===== config.mk =====
export PLATFORM = sky130hd
export DESIGN_NAME = mem_access_multi
export DESIGN_NICKNAME = d
export VERILOG_FILES = /design/src/rtl/mem_access_multi_pkg.sv /design/src/rtl/mem_access_multi_load_extend.sv /design/src/rtl/mem_access_multi.sv
export SDC_FILE = /design/constraint.sdc
export NUM_CORES = 1
export LEC_CHECK = 0
export ABC_AREA = 1
export CAP_MARGIN = 20
export CORE_MARGIN = 2
export CORE_UTILIZATION = 34
export CTS_CLUSTER_DIAMETER = 120
export DETAILED_ROUTE_END_ITERATION = 10
export PLACE_DENSITY = 0.66
export SYNTH_ARGS = -nofsm -noshare
export SYNTH_HDL_FRONTEND = slang
export SYNTH_SLANG_ARGS = --single-unit
export TNS_END_PERCENT = 10

===== constraint.sdc =====
create_clock -name iCLK -period 3 [get_ports iCLK]
set_input_delay 0.45 -clock iCLK [delete_from_list [all_inputs] [get_ports iCLK]]
set_output_delay 0.45 -clock iCLK [all_outputs]
set_load 0.1 [all_outputs]

===== src/rtl/mem_access_multi_pkg.sv =====
// Shared types for the multicycle memory access unit: FSM states, funct3 codes,
// and store-lane / alignment helpers.
package mem_access_multi_pkg;

  typedef enum logic [1:0] {
    ST_IDLE    = 2'd0,
    ST_RD_WAIT = 2'd1,
    ST_RD_CAP  = 2'd2,
    ST_WR      = 2'd3
  } state_t;

  localparam logic [2:0] F3_LB  = 3'b000;
  localparam logic [2:0] F3_LH  = 3'b001;
  localparam logic [2:0] F3_LW  = 3'b010;
  localparam logic [2:0] F3_LBU = 3'b100;
  localparam logic [2:0] F3_LHU = 3'b101;
  localparam logic [2:0] F3_SB  = 3'b000;
  localparam logic [2:0] F3_SH  = 3'b001;
  localparam logic [2:0] F3_SW  = 3'b010;

  function automatic logic [3:0] store_byte_en(input logic [2:0] f3, input logic [1:0] off);
    case (f3)
      F3_SB:   return 4'b0001 << off;
      F3_SH:   return off[1] ? 4'b1100 : 4'b0011;
      F3_SW:   return 4'b1111;
      default: return 4'b1111;
    endcase
  endfunction

  function automatic logic [31:0] store_lane_data(input logic [2:0] f3, input logic [31:0] rs2);
    case (f3)
      F3_SB:   return {4{rs2[7:0]}};
      F3_SH:   return {2{rs2[15:0]}};
      F3_SW:   return rs2;
      default: return rs2;
    endcase
  endfunction

  // Unsigned byte/half codes only exist for loads; for stores they are word accesses.
  function automatic logic is_misaligned(input logic is_wr, input logic [2:0] f3,
                                         input logic [1:0] off);
    logic w_byte;
    logic w_half;
    w_byte = (f3 == F3_LB) || (!is_wr && f3 == F3_LBU);
    w_half = (f3 == F3_LH) || (!is_wr && f3 == F3_LHU);
    return w_half ? off[0] : (!w_byte && off != 2'b00);
  endfunction

endpackage


===== src/rtl/mem_access_multi_load_extend.sv =====
// Combinational load lane select and sign/zero extension (LB/LH/LW/LBU/LHU).
// Zero latency; half selects use offset bit 1 only, so odd half addresses align down.
module mem_load_extend
  import mem_access_multi_pkg::*;
(
  input  logic [31:0] i_data,
  input  logic [1:0]  i_off,
  input  logic [2:0]  i_funct3,
  output logic [31:0] o_data
);

  logic [7:0]  w_byte;
  logic [15:0] w_half;

  always_comb begin
    case (i_off)
      2'd0:    w_byte = i_data[7:0];
      2'd1:    w_byte = i_data[15:8];
      2'd2:    w_byte = i_data[23:16];
      default: w_byte = i_data[31:24];
    endcase
    w_half = i_off[1] ? i_data[31:16] : i_data[15:0];
  end

  always_comb begin
    case (i_funct3)
      F3_LB:   o_data = {{24{w_byte[7]}}, w_byte};
      F3_LH:   o_data = {{16{w_half[15]}}, w_half};
      F3_LW:   o_data = i_data;
      F3_LBU:  o_data = {24'd0, w_byte};
      F3_LHU:  o_data = {16'd0, w_half};
      default: o_data = i_data;
    endcase
  end

endmodule


===== src/rtl/mem_access_multi.sv =====
// Memory access unit behind the multicycle control FSM: one RAM access per strobe edge,
// store lanes, load extend into MDR, raw fetch to IR. Optional trap: MEM_MISALIGN_TRAP_EN.
module mem_access_multi
  import mem_access_multi_pkg::*;
#(
  parameter int RD_LAT = 1,
  parameter int ADDR_W = 32
) (
  input  logic              iCLK,
  input  logic              iRST,
  input  logic              iMemRead,
  input  logic              iMemWrite,
  input  logic              iIouD,
  input  logic [ADDR_W-1:0] iPC,
  input  logic [31:0]       iALUOut,
  input  logic [31:0]       iStoreData,
  input  logic [2:0]        iFunct3,
  output logic [ADDR_W-1:0] oMemAddr,
  output logic [31:0]       oMemWData,
  output logic [3:0]        oMemByteEn,
  output logic              oMemWE,
  output logic              oMemRE,
  input  logic [31:0]       iMemRData,
  output logic [31:0]       oInstr,
  output logic [31:0]       oMDR,
  output logic              oBusy,
  output logic              oMisalign
);

  localparam logic [1:0] CNT_INIT = 2'(RD_LAT - 1);

  state_t            r_state;
  state_t            w_next;
  logic              r_armed;
  logic [1:0]        r_cnt;
  logic [ADDR_W-1:0] r_addr;
  logic [31:0]       r_wdata;
  logic [3:0]        r_be;
  logic [2:0]        r_f3;
  logic [1:0]        r_off;
  logic              r_iou;
  logic              r_sup;
  logic              r_mis;
  logic [31:0]       r_instr;
  logic [31:0]       r_mdr;

  logic [ADDR_W-1:0] w_addr;
  logic              w_req;
  logic              w_accept;
  logic              w_sup;
  logic [31:0]       w_ext;

  assign w_addr   = iIouD ? iALUOut[ADDR_W-1:0] : iPC;
  assign w_req    = iMemRead || iMemWrite;
  assign w_accept = (r_state == ST_IDLE) && r_armed && w_req;

`ifdef MEM_MISALIGN_TRAP_EN
  assign w_sup = iIouD && is_misaligned(iMemWrite, iFunct3, w_addr[1:0]);
`else
  assign w_sup = 1'b0;
`endif

  mem_load_extend u_load_extend (
    .i_data   (iMemRData),
    .i_off    (r_off),
    .i_funct3 (r_f3),
    .o_data   (w_ext)
  );

  always_ff @(posedge iCLK or negedge iRST) begin
    if (!iRST) r_state <= ST_IDLE;
    else       r_state <= w_next;
  end

  // Write wins when both strobes are raised together.
  always_comb begin
    w_next = r_state;
    case (r_state)
      ST_IDLE: begin
        if (w_accept) w_next = iMemWrite ? ST_WR : ST_RD_WAIT;
      end
      ST_RD_WAIT: begin
        if (r_cnt == 2'd0) w_next = ST_RD_CAP;
      end
      ST_RD_CAP: w_next = ST_IDLE;
      ST_WR:     w_next = ST_IDLE;
      default:   w_next = ST_IDLE;
    endcase
  end

  // The counter sits at its load value only in the first RD_WAIT cycle, so RE pulses once.
  always_comb begin
    oMemWE     = (r_state == ST_WR) && !r_sup;
    oMemRE     = (r_state == ST_RD_WAIT) && (r_cnt == CNT_INIT) && !r_sup;
    oMemByteEn = ((r_state == ST_WR) && !r_sup) ? r_be : 4'b0000;
    oBusy      = (r_state == ST_RD_WAIT) || (r_state == ST_RD_CAP);
    oInstr     = ((r_state == ST_RD_CAP) && !r_iou) ? iMemRData : r_instr;
  end

  assign oMemAddr  = r_addr;
  assign oMemWData = r_wdata;
  assign oMDR      = r_mdr;
  assign oMisalign = r_mis;

  always_ff @(posedge iCLK or negedge iRST) begin
    if (!iRST) begin
      r_armed <= 1'b1;
      r_cnt   <= 2'd0;
      r_addr  <= '0;
      r_wdata <= 32'd0;
      r_be    <= 4'd0;
      r_f3    <= 3'd0;
      r_off   <= 2'd0;
      r_iou   <= 1'b0;
      r_sup   <= 1'b0;
      r_mis   <= 1'b0;
      r_instr <= 32'd0;
      r_mdr   <= 32'd0;
    end else begin
      if (w_accept)    r_armed <= 1'b0;
      else if (!w_req) r_armed <= 1'b1;

      if (w_accept) begin
        r_addr  <= {w_addr[ADDR_W-1:2], 2'b00};
        r_be    <= store_byte_en(iFunct3, w_addr[1:0]);
        r_wdata <= store_lane_data(iFunct3, iStoreData);
        r_f3    <= iFunct3;
        r_off   <= w_addr[1:0];
        r_iou   <= iIouD;
        r_sup   <= w_sup;
        r_cnt   <= CNT_INIT;
        if (w_sup) r_mis <= 1'b1;
      end else if ((r_state == ST_RD_WAIT) && (r_cnt != 2'd0)) begin
        r_cnt <= r_cnt - 2'd1;
      end

      if (r_state == ST_RD_CAP) begin
        if (!r_iou)      r_instr <= iMemRData;
        else if (!r_sup) r_mdr   <= w_ext;
      end
    end
  end

endmodule


==> summary.md <==
| Metric | Value |
|---|---|
| Setup CP Type | `reg -> out` |
| Number of global-route vias before repair | `~6000` |
| CP Depth | `6` |
| Synth area leaders | `dfrtp_1, nand2_1, a31oi_1, o21ai_0, nor2_1` |
| Die height | `144 um` |
| Multi-input logic area | `2640 um2` |
| CP peak stage delay | `about 0.4 ns` |
| HPWL Detailed | `15500 um` |
| R2R Path Start | `r_state[1]` |
| DR WL/cell | `between 15 and 20 um` |
| CP Cell Sequence | `inv_1 -> ha_1 -> nand2_1 -> buf_12 -> o21ai_0 -> buf_12` |
| Ports | `around 270` |
| R2R depth | `8` |
| Crit path top cell by count | `buf_12` |
| Worst Skew | `0.00957 ns` |
| Vias | `roughly 6300` |
| Setup Buffers After CTS | `0` |
| Clock insertion delay at the later pin of the skew report | `0.42 ns` |
| Post-Route WL | `~21000 um` |
| Critical Path Start Type | `flip-flop` |
| # diodes | `0` |
| EDFF count, synth | `0` |
| # setup viols final | `0` |
| Seq/Total Area, Yosys | `53.0%` |
| Slowest CP cell | `dfrtp_1` |
| CP max FO | `38` |
| Worst EP arrival | `2.31 ns` |
| Worst reg-to-reg setup slack | `between 0.7 and 0.8 ns` |
| Ys Warns | `0` |
| Hold slack | `about 0.066 ns` |
| RSZ-0062 raised after global routing | `false` |
| DIE AREA | `slightly above 20000 um2` |
| Main synth FF type | `dfrtp_1` |
| TritonCTS clock tree | `built` |
| Fmax | `363 MHz` |
| Reg-to-reg endpoint | `oMemWData[17]` |
| Via density | `between 4 and 5` |
| First-pass GRT wire length | `roughly 33000 um` |
| Drt pass-1 iters | `5` |
| Root Buffer | `clkbuf_16` |
| Hold crit path type | `in -> async` |
| Pin count of the biggest net entering global routing | `115` |
| Asr flop ratio synth | `100%` |
| Syn avg cell area | `~8.4 um2` |
| Leading cell type in the layout, fill and taps excluded | `nand2_1` |
| Core area | `approximately 19000 um2` |
| Crit path buf inv count | `3` |
| Layout cells sized above 1 | `between 10% and 20%` |
| FP Rows | `between 50 and 60` |
| Synth Register Bits | `141` |
| Tightest Pin Transition | `between 0.7 and 0.8 ns` |
| Fin. max-slew vios | `0` |
| Antenna viol nets, final | `0` |
| Fill cell total of the finished layout | `~1800` |
| CP endpoint | `oInstr[14]` |
| Area taken by flip-flops and latches | `3530 um2` |
| Initial antenna violation count | `0` |
| Most frequent cells in the layout | `nand2_1, dfrtp_1, clkdlybuf4s50_1, buf_4, nor2_1` |
| Tcrit/Tclk final | `about nine tenths` |
| Remaining DRCs | `0` |
| GP Congestion | `approximately 0.9` |
| Cells after Synth | `797` |
| Crit path max-delay family | `buffers and inverters` |
| Launch point of the worst path | `r_state[0]` |
| Final hold vios | `0` |
| Clock-pin slew on the worst setup and hold paths | `~0.06 ns` |
| Post-synthesis cell type count | `34` |
| Initial core utilization | `34.5%` |
| Post-cts repair resize count | `0` |
| Area delta synth->final | `53.2%` |
| Slew headroom | `a little over half` |
| NumNets Final | `approximately 1200` |
| Total CTS buffers | `17` |
| Max Cap Viol | `0` |
| Total grt overflow | `0` |
| Hold buffers post-CTS | `0` |
| Sink Count | `about 140` |
| Worst Path Required | `between 2 and 3 ns` |
| CP endpoint kind | `primary output` |
| Post-synth top area share | `a little over half` |
| Initial drt markers | `between 400 and 500` |
| PortBufs | `between 200 and 300` |
| Clock Tree Buf Depth | `2` |
| GRT Overall Usage | `~21%` |
| Mapped cell area | `~6700 um2` |
| Status | `finished, final reports clean` |
| Leading area contributor after synthesis | `dfrtp_1` |
| Chip width | `144 um` |
| Final min period | `about 2.8 ns` |
| H-tree levels | `4` |
-- state kept, by name (all words and copies together), names as in the netlist, 2 cells and up --
register and cells:
oMDR 32, oMemWData 32, r_instr 32, oMemAddr 30
r_be 4, r_f3 3, r_cnt 2, r_off 2
r_state 2
-- cell usage after synthesis, types with 8 or more instances --
cell type	number
dfrtp_1	140
nand3_1	38
a21oi_1	47
buf_2	18
nand2_1	238
mux2_2	14
nor2_1	64
inv_1	55
clkbuf_1	15
or2_2	8
a31oi_1	45
nor3_1	10
o21ai_0	48
or2_0	8
-- worst min-delay path by stage --
stage	from	end	depth (start not counted)
5_1_grt	iRST	r_instr[24]	1
2_1_floorplan	iRST	oMDR[0]	0
6_report	iRST	r_instr[10]	1
4_1_cts	iRST	r_instr[25]	1
3_5_place_dp	oMemWData[4]	oMemWData[4]	2
3_3_place_gp	oMemWData[4]	oMemWData[4]	2
-- layout make-up --
| cell class | instances | area share [%] |
|---|---|---|
| Inverter | 59 | 2.17 |
| Clock buffer | 17 | 4.17 |
| Sequential cell | 141 | 34.6 |
| Clock inverter | 15 | 2.04 |
| Multi-Input combinational cell | 550 | 25.9 |
| Timing Repair Buffer | 276 | 27.9 |
| Tap cell | 265 | 3.25 |
-- through the flow --
step / setup slack [ns] / instances / instance area (um2) / util (%) / TNS, ns
finish: 0.245 / 1323 / 10200 / 52.8 / 0
global route: 0.0796 / 1323 / 10200 / 52.8 / 0
CTS: 0.205 / 1323 / 10200 / 52.8 / 0
detailed placement: 0.630 / 1291 / 9570 / 49.5 / 0
global placement: 0.671 / 1291 / 9570 / 49.5 / 0
floorplan: -0.526 / 799 / 6670 / - / -17.03
-- kinds of logic (layout without fill, tap and decap cells) --
| kind of cell | Yosys count | in the layout | synth area share (%) |
|---|---|---|---|
| fa+ha+maj | 6 | 6 | 1.13 |
| flops | 141 | 141 | 53.0 |
| simple gates | 373 | 373 | 23.2 |
| other cells | 1 | 3 | 0.0563 |
| buf+inv | 108 | 367 | 7.49 |
| xor+xnor | 1 | 1 | 0.131 |
| mux | 14 | 14 | 2.37 |
| compound gates | 153 | 153 | 12.7 |
-- metal layers --
layer  share of wire [%]  global-route usage [%]
met1                  41                    27.1
met2                  48                    33.6
met3                 8.9                    5.60
met4                 1.7                    6.55
met5                   0                       0
Power is left out: the tool's default activity adds up to more than one toggle a clock period on the data nets, which glitch-free logic cannot reach.
